===== config.mk =====
export PLATFORM = sky130hd
export DESIGN_NAME = demux_frame_scanner
export DESIGN_NICKNAME = d
export VERILOG_FILES = /design/src/rtl/demux_pkg.sv /design/src/rtl/demux_frame_scanner_prio.sv /design/src/rtl/demux_frame_scanner.sv
export SDC_FILE = /design/constraint.sdc
export NUM_CORES = 1
export LEC_CHECK = 0
export BUFFER_PORTS_ARGS = -buffer_cell sky130_fd_sc_hd__clkbuf_2
export CAP_MARGIN = 0
export CORE_ASPECT_RATIO = 0.8
export CORE_UTILIZATION = 36
export CTS_BUF_LIST = sky130_fd_sc_hd__clkbuf_8
export DETAILED_ROUTE_END_ITERATION = 12
export PLACE_DENSITY = 0.55
export SLEW_MARGIN = 20
export SYNTH_ARGS = -nofsm -noshare
export SYNTH_HDL_FRONTEND = slang
export SYNTH_SLANG_ARGS = --single-unit

===== constraint.sdc =====
create_clock -name clk -period 3.26 [get_ports clk]
set_clock_uncertainty 0.15 [all_clocks]
set_input_delay 0.326 -clock clk [delete_from_list [all_inputs] [get_ports clk]]
set_output_delay 0.326 -clock clk [all_outputs]
set_load 0.005 [all_outputs]

===== src/rtl/demux_pkg.sv =====
// Shared types and helpers for the demux frame scanner.
// Holds the scan FSM state encoding and the next-enabled-channel search.
package demux_pkg;

   localparam int SEL_W_DEF = 3;
   localparam int NCH_DEF   = 8;

   typedef enum logic [1:0] {
      IDLE,
      SCAN,
      DONE
   } state_t;

   typedef struct packed {
      logic                 found;
      logic [SEL_W_DEF-1:0] index;
   } find_t;

   // Lowest set bit strictly above 'current' for the default 8-channel width.
   function automatic find_t next_set_index(input logic [NCH_DEF-1:0]   mask,
                                            input logic [SEL_W_DEF-1:0] current);
      find_t res;
      res = '0;
      for (int k = NCH_DEF - 1; k >= 0; k--) begin
         if (mask[k] && (k > int'(current))) begin
            res.found = 1'b1;
            res.index = SEL_W_DEF'(k);
         end
      end
      return res;
   endfunction

endpackage


===== src/rtl/demux_frame_scanner_prio.sv =====
// Combinational finder for the lowest enabled channel at or above 'from'.
// One instance serves both the first-channel search and the advance search.
module demux_prio_find #(
   parameter int SEL_W = 3
) (
   input  logic [2**SEL_W-1:0] mask,
   input  logic [SEL_W:0]      from,
   output logic [SEL_W-1:0]    index,
   output logic                found
);

   localparam int NCH = 2**SEL_W;

   // Descending scan so the lowest qualifying index is the last one written.
   always_comb begin
      index = '0;
      found = 1'b0;
      for (int k = NCH - 1; k >= 0; k--) begin
         if (mask[k] && ((SEL_W+1)'(k) >= from)) begin
            index = SEL_W'(k);
            found = 1'b1;
         end
      end
   end

endmodule


===== src/rtl/demux_frame_scanner.sv =====
// Serialises an accepted frame onto the demuxif select/q inputs,
// lowest enabled channel first, holding each channel for DWELL cycles.
module demux_frame_scanner
   import demux_pkg::*;
#(
   parameter int SEL_W = SEL_W_DEF,
   parameter int DWELL = 1
) (
   input  logic                clk,
   input  logic                rst,
   input  logic                in_valid,
   output logic                in_ready,
   input  logic [2**SEL_W-1:0] in_data,
   input  logic [2**SEL_W-1:0] in_mask,
   output logic [SEL_W-1:0]    select,
   output logic                q,
   output logic                q_valid,
   output logic                busy,
   output logic                frame_done
);

   localparam int NCH = 2**SEL_W;
   localparam int CW  = (DWELL < 2) ? 1 : $clog2(DWELL + 1);

   state_t           state;
   logic [NCH-1:0]   data_reg;
   logic [NCH-1:0]   mask_reg;
   logic [CW-1:0]    cnt;
   logic [NCH-1:0]   find_mask;
   logic [SEL_W:0]   find_from;
   logic [SEL_W-1:0] find_index;
   logic             find_found;

   // In IDLE the finder looks at the offered frame; in SCAN at the captured one.
   assign find_mask = (state == IDLE) ? in_mask : mask_reg;
   assign find_from = (state == IDLE) ? '0 : ({1'b0, select} + (SEL_W+1)'(1));

   demux_prio_find #(.SEL_W(SEL_W)) u_find (
      .mask  (find_mask),
      .from  (find_from),
      .index (find_index),
      .found (find_found)
   );

   assign in_ready = (state == IDLE);

   always_ff @(posedge clk) begin
      if (rst) begin
         state      <= IDLE;
         data_reg   <= '0;
         mask_reg   <= '0;
         cnt        <= '0;
         select     <= '0;
         q          <= 1'b0;
         q_valid    <= 1'b0;
         busy       <= 1'b0;
         frame_done <= 1'b0;
      end else begin
         case (state)
            IDLE: begin
               q          <= 1'b0;
               q_valid    <= 1'b0;
               frame_done <= 1'b0;
               if (in_valid) begin
                  data_reg <= in_data;
                  mask_reg <= in_mask;
                  cnt      <= '0;
                  if (find_found) begin
                     state   <= SCAN;
                     select  <= find_index;
                     q       <= in_data[find_index];
                     q_valid <= 1'b1;
                     busy    <= 1'b1;
                  end else begin
                     state      <= DONE;
                     frame_done <= 1'b1;
                  end
               end
            end
            SCAN: begin
               if (cnt == CW'(DWELL - 1)) begin
                  cnt <= '0;
                  if (find_found) begin
                     select <= find_index;
                     q      <= data_reg[find_index];
                  end else begin
                     state      <= DONE;
                     q          <= 1'b0;
                     q_valid    <= 1'b0;
                     busy       <= 1'b0;
                     frame_done <= 1'b1;
                  end
               end else begin
                  cnt <= cnt + CW'(1);
               end
            end
            DONE: begin
               frame_done <= 1'b0;
               state      <= IDLE;
            end
            default: state <= IDLE;
         endcase
      end
   end

endmodule


==> reports/qor_table.md, run 1 <==
| Stage | Metric | This run |
|:---|:---|:---|
| clock network | Number of buffers created by CTS | 3 |
| clock network | Hold-fix buffer count after cts | 0 |
| logic synthesis | Ys flop type | sky130_fd_sc_hd__dfxtp_1 |
| power and ir drop | Switch share | 33.2% |
| logic synthesis | Instance count of the mapped netlist | 193 |
| flow run | Max-cap violation count | 0 |
| setup path | Setup Crit Path Kind | register to register |
| logic synthesis | Area fraction in compound gates after synthesis | 27.0% |
| power and ir drop | Highest ir drop seen on vdd | 243 uV |
| clock network | Longest Clk Path Bufs | 2 |
| clock network | Sinks on Clock Net | 25 |
| grt | Pin count of the biggest net entering global routing | 27 |
| sta | Final hold vios | 0 |
| place | GPL Wtd Cong | 0.835 |
| clock network | Number of instances resized during post-cts repair | 0 |
| logic synthesis | Post-synthesis share of cell area spent on full adders, half adders and majority gates | 3.16% |
| grt | Met1 layer usage reported by global route | 21.7% |
| die | Initial core utilization | 37.6% |
| clock network | Worst-Skew Late Latency | 270 ps |
| grt | Total congestion overflow after global routing | 0 |
| logic synthesis | Post-synth EDFFs | 0 |
| route | Vias after detailed routing | 1413 |
| sta | Max-slew headroom | 60.7% |
| power and ir drop | Sequential Power Share | 43.5% |
| logic synthesis | Post-synthesis share of cell area spent on and, or, nand and nor gates | 22.3% |
| power and ir drop | Overall Power | 797 uW |
| sta | Slew at the pin closest to its max-slew limit | 589 ps |
| sta | Total Negative Setup Slacks | 0 ps |
| place | Count of input and output buffers | 26 |
| sta | Minimum clock period after layout | 2990 ps |
| sta | Number of failing setup endpoints in the final timing report | 0 |
| route | # DRC | 0 |
| grt | Met3 demand-to-capacity share in global routing | 3.70% |
| logic synthesis | Net Count, Synth | 216 |
| min path | Cell depth of the worst min-delay path | 3 |
| route | First-pass iteration count of the detailed router | 4 |
| setup path | Peak fanout along the critical path | 16 |
| grt | First-pass GRT wire length | 6180 um |
| sta | Ratio of final minimum period to clock period | 91.8% |
| logic synthesis | Dominant combinational cell family by area after synthesis | compound AO/OA/AOI/OAI gates |
| grt | Via count of the first global-routing pass | 1331 |
| grt | Total routing resource utilization after global routing | 16.7% |
| layout | Ant diodes | 0 |
| route | Count of nets left with antenna violations after detail routing | 0 |
| logic synthesis | Count of cell types in the netlist | 51 |
| sta | Unrepaired setup endpoints after global routing | false |
| die | DIE HEIGHT | 61.3 um |
| sta | Timing-limited maximum frequency | 334 MHz |
| place | Sum of net half-perimeters after detailed placement | 2720 um |
| logic synthesis | Syn_area_per_cell | 8.20 um2 |
| clock network | H-tree Lvls | 1 |
| layout | Final net count | 244 |
| min path | Hold Crit Start | in_mask[0] |
| logic synthesis | Number of warnings reported in the yosys synthesis log | 0 |
| sta | Pins Over Slew Limit | 0 |
| clock network | Clock transition time at the flip-flop clock pins of the worst setup and hold paths | 90 ps |
| setup path | Critical path arrival | 3050 ps |
| logic synthesis | Post-synthesis share of cell area spent on xor and xnor gates | 0.553% |
| grt | Global-route track usage on met2 | 29.1% |
| layout | Area growth from synthesis to layout | 14.5% |
| setup path | Endpoint required time on the critical path | 3320 ps |
| die | Total die area | 4670 um2 |
| clock network | CTS tree | done |
| logic synthesis | FFs w/ async S/R, synth | 0% |
| logic synthesis | Proportion of synthesized chip area in sequential cells | 31.6% |
| die | Horizontal die dimension | 76.1 um |
| clock network | Setup repair bufs after CTS | 0 |
| logic synthesis | Multiplexer share of the synthesized area | 9.96% |
| setup path | Number of cells on the worst reg-to-reg path | 10 |
| route | Total Routed Length | 3620 um |
| logic synthesis | Mapped cell area | 1580 um2 |
| route | DRC marker count from the first detailed-route iteration | 92 |
| die | Placeable core area | 4200 um2 |
| route | Wire length per cell after detailed routing | 13.1 um |
| route | Avg Vias per Cell | 5.10 |
| power and ir drop | Pwr/cell area | 439 nW/um2 |
| layout | Total area of multi-input combinational cells | 997 um2 |
| die | FP Rows | 21 |
| min path | Worst hold path class | input pin to register |
| grt | Busiest layer in global routing | met2 |
| run status | Outcome | finished, final reports clean |
| layout | Ratio of cells with drive above 1 in the final layout | 25.0% |
| die | I/O pin cnt | 27 |
| grt | Initial antenna violation count | 0 |
| layout | FF/Latch Area | 500 um2 |
| setup path | Type of destination of the critical path | register |
| setup path | Kind of start point of the critical path | register |
| power and ir drop | Internal Power | 532 uW |
| setup path | Worst setup startpoint | state[1] |
| power and ir drop | Power share of the clock group | 23.9% |
| power and ir drop | Leakage power figure | 0.761 nW |
| clock network | Library cell used as clock root buffer | sky130_fd_sc_hd__clkbuf_8 |
| power and ir drop | Net Sw Power | 265 uW |
| logic synthesis | Seq cells post-synth | 25 |
| layout | Filler cells | 461 |
| setup path | Reg-to-Reg Start | state[1] |
| power and ir drop | Combinational fraction of design power | 32.7% |
## worst max-delay path: stages, from the launching register on
cell and delay, ps:
sky130_fd_sc_hd__dfxtp_1 320, sky130_fd_sc_hd__inv_1 90, sky130_fd_sc_hd__ha_1 540, sky130_fd_sc_hd__mux2_2 410
sky130_fd_sc_hd__o311a_1 150, sky130_fd_sc_hd__o221ai_2 250, sky130_fd_sc_hd__o221ai_4 230, sky130_fd_sc_hd__inv_2 110
sky130_fd_sc_hd__mux2_4 290, sky130_fd_sc_hd__a22o_1 240, sky130_fd_sc_hd__o211ai_2 140
## cells in the final DEF (no fill, tap or decap), drive strengths merged, types with 2 or more instances in the layout
cell type and n:
o21bai 2, and2 8, nand2 38, clkbuf 29, a211oi 2, a21oi 22
a22o 3, nand3 3, mux2i 12, buf 6, dfxtp 25, o21ai 6
nor2 16, nand2b 3, a31oi 5, inv 6, mux2 3, nor2b 2
o221ai 2, o21a 2, ha 4
## stage by stage
step / instances / util (%) / hold slack (ps) / worst slack, ps / cell area, um2
finish: 277 / 43.1 / 121 / 266 / 1810
detailed placement: 273 / 42.0 / 299 / 323 / 1770
floorplan: 193 / - / 279 / 617 / 1580
global route: 277 / 43.1 / 130 / 101 / 1810
global placement: 273 / 42.0 / 293 / 364 / 1770
CTS: 277 / 43.1 / 117 / 296 / 1810
## kinds of logic after synthesis
logic type,Yosys count
flops,25
xor+xnor,1
fa+ha+maj,4
buf+inv,15
mux,15
compound gates,56
simple gates,77
## cell usage after synthesis (all sizes together) (4+ instances only)
library cell	count	area, um2
inv	6	22.5
o21ai	6	30.0
mux2i	12	120
dfxtp	25	500
nand2	38	143
ha	4	50.1
a21oi	22	110
nor2	16	62.6
a31oi	5	46.3
clkbuf	6	32.5
and2	8	52.6
## routing by layer
| layer | wire length (um) | share of wire, % | vias up |
|---|---|---|---|
| met5 | 0 | 0 | - |
| met4 | 36 | 0.99 | 0 |
| met3 | 142 | 3.9 | 7 |
| met2 | 1600 | 44 | 26 |
| met1 | 1840 | 51 | 644 |
| li1 | - | - | 736 |
## final timing paths
path	end	slack, ps
worst min-delay path	mask_reg[0]	120
worst max register to register	q	270
worst max-delay path	q	270
worst min register to register	mask_reg[1]	310
## area by class of cell
cell class / instances / share of cell area, %
Inverter: 6 / 1.24
Multi-Input combinational cell: 153 / 55.0
Clock inverter: 1 / 0.276
Tap cell: 57 / 3.93
Sequential cell: 25 / 27.6
Clock buffer: 3 / 2.28
Timing Repair Buffer: 32 / 9.66
## power groups by stage
stage,Sequential (mW),Combinational (mW),Clock [mW]
floorplan,0.353,0.196,0
global placement,0.353,0.261,0
detailed placement,0.354,0.262,0
CTS,0.346,0.262,0.198
global route,0.350,0.290,0.213
finish,0.346,0.260,0.190
No activity file was read; power rests on OpenSTA's default activity.
==> run 2: changes to the inputs <==
- RECOVER_POWER: default -> 100
==> run 2 against run 1 <==
Power decreased by 0.98%; largest cell class unchanged; non-clock buffer count stayed put; largest power group unchanged; clock power about the same; sequential power hardly changed; fmax shrank 0.97%; worst hold slack improved by 1.0 ps; via count up 0.21%; first-iteration DRC count rose by 11%; count of clock-buffer cells in the layout did not move; critical path type unchanged; design area fell by 1.2%; core utilization is 0.51 points lower; register-to-register slack worse by 30 ps.
==> reports/qor_table.md, run 2 (synthesis gave the netlist of run 1 again) <==
| Stage | Metric | This run | Change |
|:---|:---|:---|:---|
| place | Total placed instance area | 1770 um2 | unchanged |
| power and ir drop | Internal Power | 525 uW | was 532 uW |
| sta | Pins Over Slew Limit | 0 | unchanged |
| place | Count of input and output buffers | 26 | unchanged |
| grt | Via count of the first global-routing pass | 1331 | unchanged |
| clock network | Clock transition time at the flip-flop clock pins of the worst setup and hold paths | 90 ps | about the same |
| grt | Pin count of the biggest net entering global routing | 27 | unchanged |
| clock network | Library cell used as clock root buffer | sky130_fd_sc_hd__clkbuf_8 | unchanged |
| setup path | Endpoint required time on the critical path | 3320 ps | about the same |
| die | Horizontal die dimension | 76.1 um | unchanged |
| route | Vias after detailed routing | 1416 | was 1413 |
| setup path | Peak fanout along the critical path | 16 | unchanged |
| die | Initial core utilization | 37.6% | unchanged |
| route | Total Routed Length | 3650 um | was 3620 um |
| clock network | Worst-Skew Late Latency | 270 ps | about the same |
| run status | Outcome | finished, final reports clean | unchanged |
| sta | Final hold vios | 0 | unchanged |
| setup path | Maximum cell stage delay along the critical path | 540 ps | about the same |
| setup path | Critical path, cell by cell | inv_1 > ha_1 > inv_2 > a31oi_1 > a31oi_1 > nor2_2 > mux2i_1 > mux2_1 > a22o_1 > o211ai_2 | was inv_1 > ha_1 > mux2_2 > o311a_1 > o221ai_2 > o221ai_4 > inv_2 > mux2_4 > a22o_1 > o211ai_2 |
| sta | Max-slew headroom | 61.1% | was 60.7% |
| place | GPL Wtd Cong | 0.835 | unchanged |
| clock network | Number of instances resized during post-cts repair | 0 | unchanged |
| route | Wire length per cell after detailed routing | 13.2 um | was 13.1 um |
| die | DIE HEIGHT | 61.3 um | unchanged |
| power and ir drop | Switch share | 33.4% | was 33.2% |
| sta | Number of failing setup endpoints in the final timing report | 0 | unchanged |
| flow run | Max-cap violation count | 0 | unchanged |
| layout | Final net count | 244 | unchanged |
| sta | Timing-limited maximum frequency | 331 MHz | was 334 MHz |
| clock network | Setup repair bufs after CTS | 0 | unchanged |
| setup path | Type of destination of the critical path | register | unchanged |
| power and ir drop | Overall Power | 789 uW | was 797 uW |
| grt | Total routing resource utilization after global routing | 16.7% | unchanged |
| die | Placeable core area | 4200 um2 | unchanged |
| setup path | Worst setup startpoint | state[1] | unchanged |
| layout | Most frequent standard cell in the layout excluding fill and tap cells | sky130_fd_sc_hd__nand2_1 | unchanged |
| sta | Slew at the pin closest to its max-slew limit | 584 ps | was 589 ps |
| route | Avg Vias per Cell | 5.11 | was 5.10 |
| min path | Worst hold path class | input pin to register | unchanged |
| clock network | Hold-fix buffer count after cts | 0 | unchanged |
| place | Sum of net half-perimeters after detailed placement | 2720 um | unchanged |
| route | # DRC | 0 | unchanged |
| power and ir drop | Pwr/cell area | 440 nW/um2 | was 439 nW/um2 |
| layout | Fin area | 1790 um2 | was 1810 um2 |
| setup path | Reg-to-Reg Start | state[1] | unchanged |
| route | Count of nets left with antenna violations after detail routing | 0 | unchanged |
| power and ir drop | Power share of the clock group | 24.0% | was 23.9% |
| setup path | Kind of start point of the critical path | register | unchanged |
| layout | Commonest cells after routing, fill and taps aside | 38 x sky130_fd_sc_hd__nand2_1, 25 x sky130_fd_sc_hd__dfxtp_1, 22 x sky130_fd_sc_hd__a21oi_1 | was 38 x sky130_fd_sc_hd__nand2_1, 26 x sky130_fd_sc_hd__clkbuf_2, 25 x sky130_fd_sc_hd__dfxtp_1 |
| grt | Initial antenna violation count | 0 | unchanged |
| sta | WHS | 122 ps | was 121 ps |
| route | DRC marker count from the first detailed-route iteration | 102 | was 92 |
| layout | Total area of multi-input combinational cells | 993 um2 | was 997 um2 |
| setup path | Setup Crit Path Kind | register to register | unchanged |
| clock network | Number of buffers created by CTS | 3 | unchanged |
| place | Placed Cells incl. Taps | 273 | unchanged |
| sta | Worst Slack Setup Final | 237 ps | was 266 ps |
| power and ir drop | Combinational fraction of design power | 32.1% | was 32.7% |
| sta | Ratio of final minimum period to clock period | 92.7% | was 91.8% |
| layout | Post-layout instance count excluding filler cells | 277 | unchanged |
| layout | Filler cells | 464 | was 461 |
| sta | Minimum clock period after layout | 3020 ps | was 2990 ps |
| layout | Ratio of cells with drive above 1 in the final layout | 20.9% | was 25.0% |
| layout | Area growth from synthesis to layout | 13.2% | was 14.5% |
| die | Total die area | 4670 um2 | unchanged |
| place | Placement Setup Slack | 323 ps | unchanged |
| power and ir drop | Leakage power figure | 0.726 nW | was 0.761 nW |
| sta | Unrepaired setup endpoints after global routing | false | unchanged |
| grt | Total congestion overflow after global routing | 0 | unchanged |
| layout | FF/Latch Area | 500 um2 | unchanged |
| layout | Ant diodes | 0 | unchanged |
| setup path | Gate family responsible for the most delay along the worst path | compound AO/OA/AOI/OAI gates | unchanged |
| power and ir drop | Net Sw Power | 264 uW | was 265 uW |
| setup path | Cell repeated most along the worst path | sky130_fd_sc_hd__a31oi_1 |  |
| route | First-pass iteration count of the detailed router | 4 | unchanged |
| clock network | H-tree Lvls | 1 | unchanged |
| die | FP Rows | 21 | unchanged |
| setup path | Buffering stage count on the worst path with inverters included | 2 | unchanged |
| power and ir drop | Highest ir drop seen on vdd | 242 uV | was 243 uV |
| setup path | Critical path arrival | 3080 ps | was 3050 ps |
| clock network | Longest Clk Path Bufs | 2 | unchanged |
| power and ir drop | Sequential Power Share | 43.9% | was 43.5% |
| layout | Final core occ | 42.6% | was 43.1% |
| grt | First-pass GRT wire length | 6180 um | unchanged |
| clock network | CTS tree | done | unchanged |
| sta | Total Negative Setup Slacks | 0 ps | unchanged |
| setup path | Slowest-stage cell, CP | sky130_fd_sc_hd__ha_1 | unchanged |
| min path | Hold Crit Start | in_mask[0] | unchanged |
| clock network | Sinks on Clock Net | 25 | unchanged |
| die | I/O pin cnt | 27 | unchanged |
-- run 2: cell count changes in the layout (fill, tap and decap cells not counted), sizes merged --
cell	previous run	this run
buf	6	3
clkbuf	29	32
-- run 2: worst reg2reg max path: cells and delay by family (launching register included) --
family                     cells  cell delay (ps)
buffers and inverters          2              280
muxes                          2              430
and+or+nand+nor                1              310
AOI/OAI and AO/OA              4              930
adders and majority gates      1              540
DFF                            1              320
-- run 2: cell type report --
cell class	instances	area share (%)
multi-input cells	153	55.4
flip-flops and latches	25	27.9
repair buffers	32	8.80
well taps	57	3.98
clock buffers	3	2.30
inverters	6	1.26
clock inverters	1	0.279
-- run 2: path summary, 6_finish.rpt --
check                     end  slack [ps]  cells after the start
setup reg to reg            q         240                     10
hold reg to reg   mask_reg[1]         310                      2
setup / recovery            q         240                     10
hold / removal    mask_reg[0]         120                      3
-- run 2: routing by layer --
layer,part of all wire (%),vias up,global-route usage (%),routed length (um)
met5,0,-,0,0
met4,0.68,0,4.12,25
met3,4.1,4,3.70,148
met2,44,31,29.1,1610
met1,51,647,21.7,1860
li1,-,734,-,-
-- run 2: power by group through the flow --
stage               clock (mW)  combinational [mW]  sequential (mW)
floorplan                    0               0.196            0.353
global placement             0               0.261            0.353
detailed placement           0               0.262            0.354
CTS                      0.198               0.262            0.346
global route             0.213               0.283            0.350
finish                   0.189               0.253            0.346
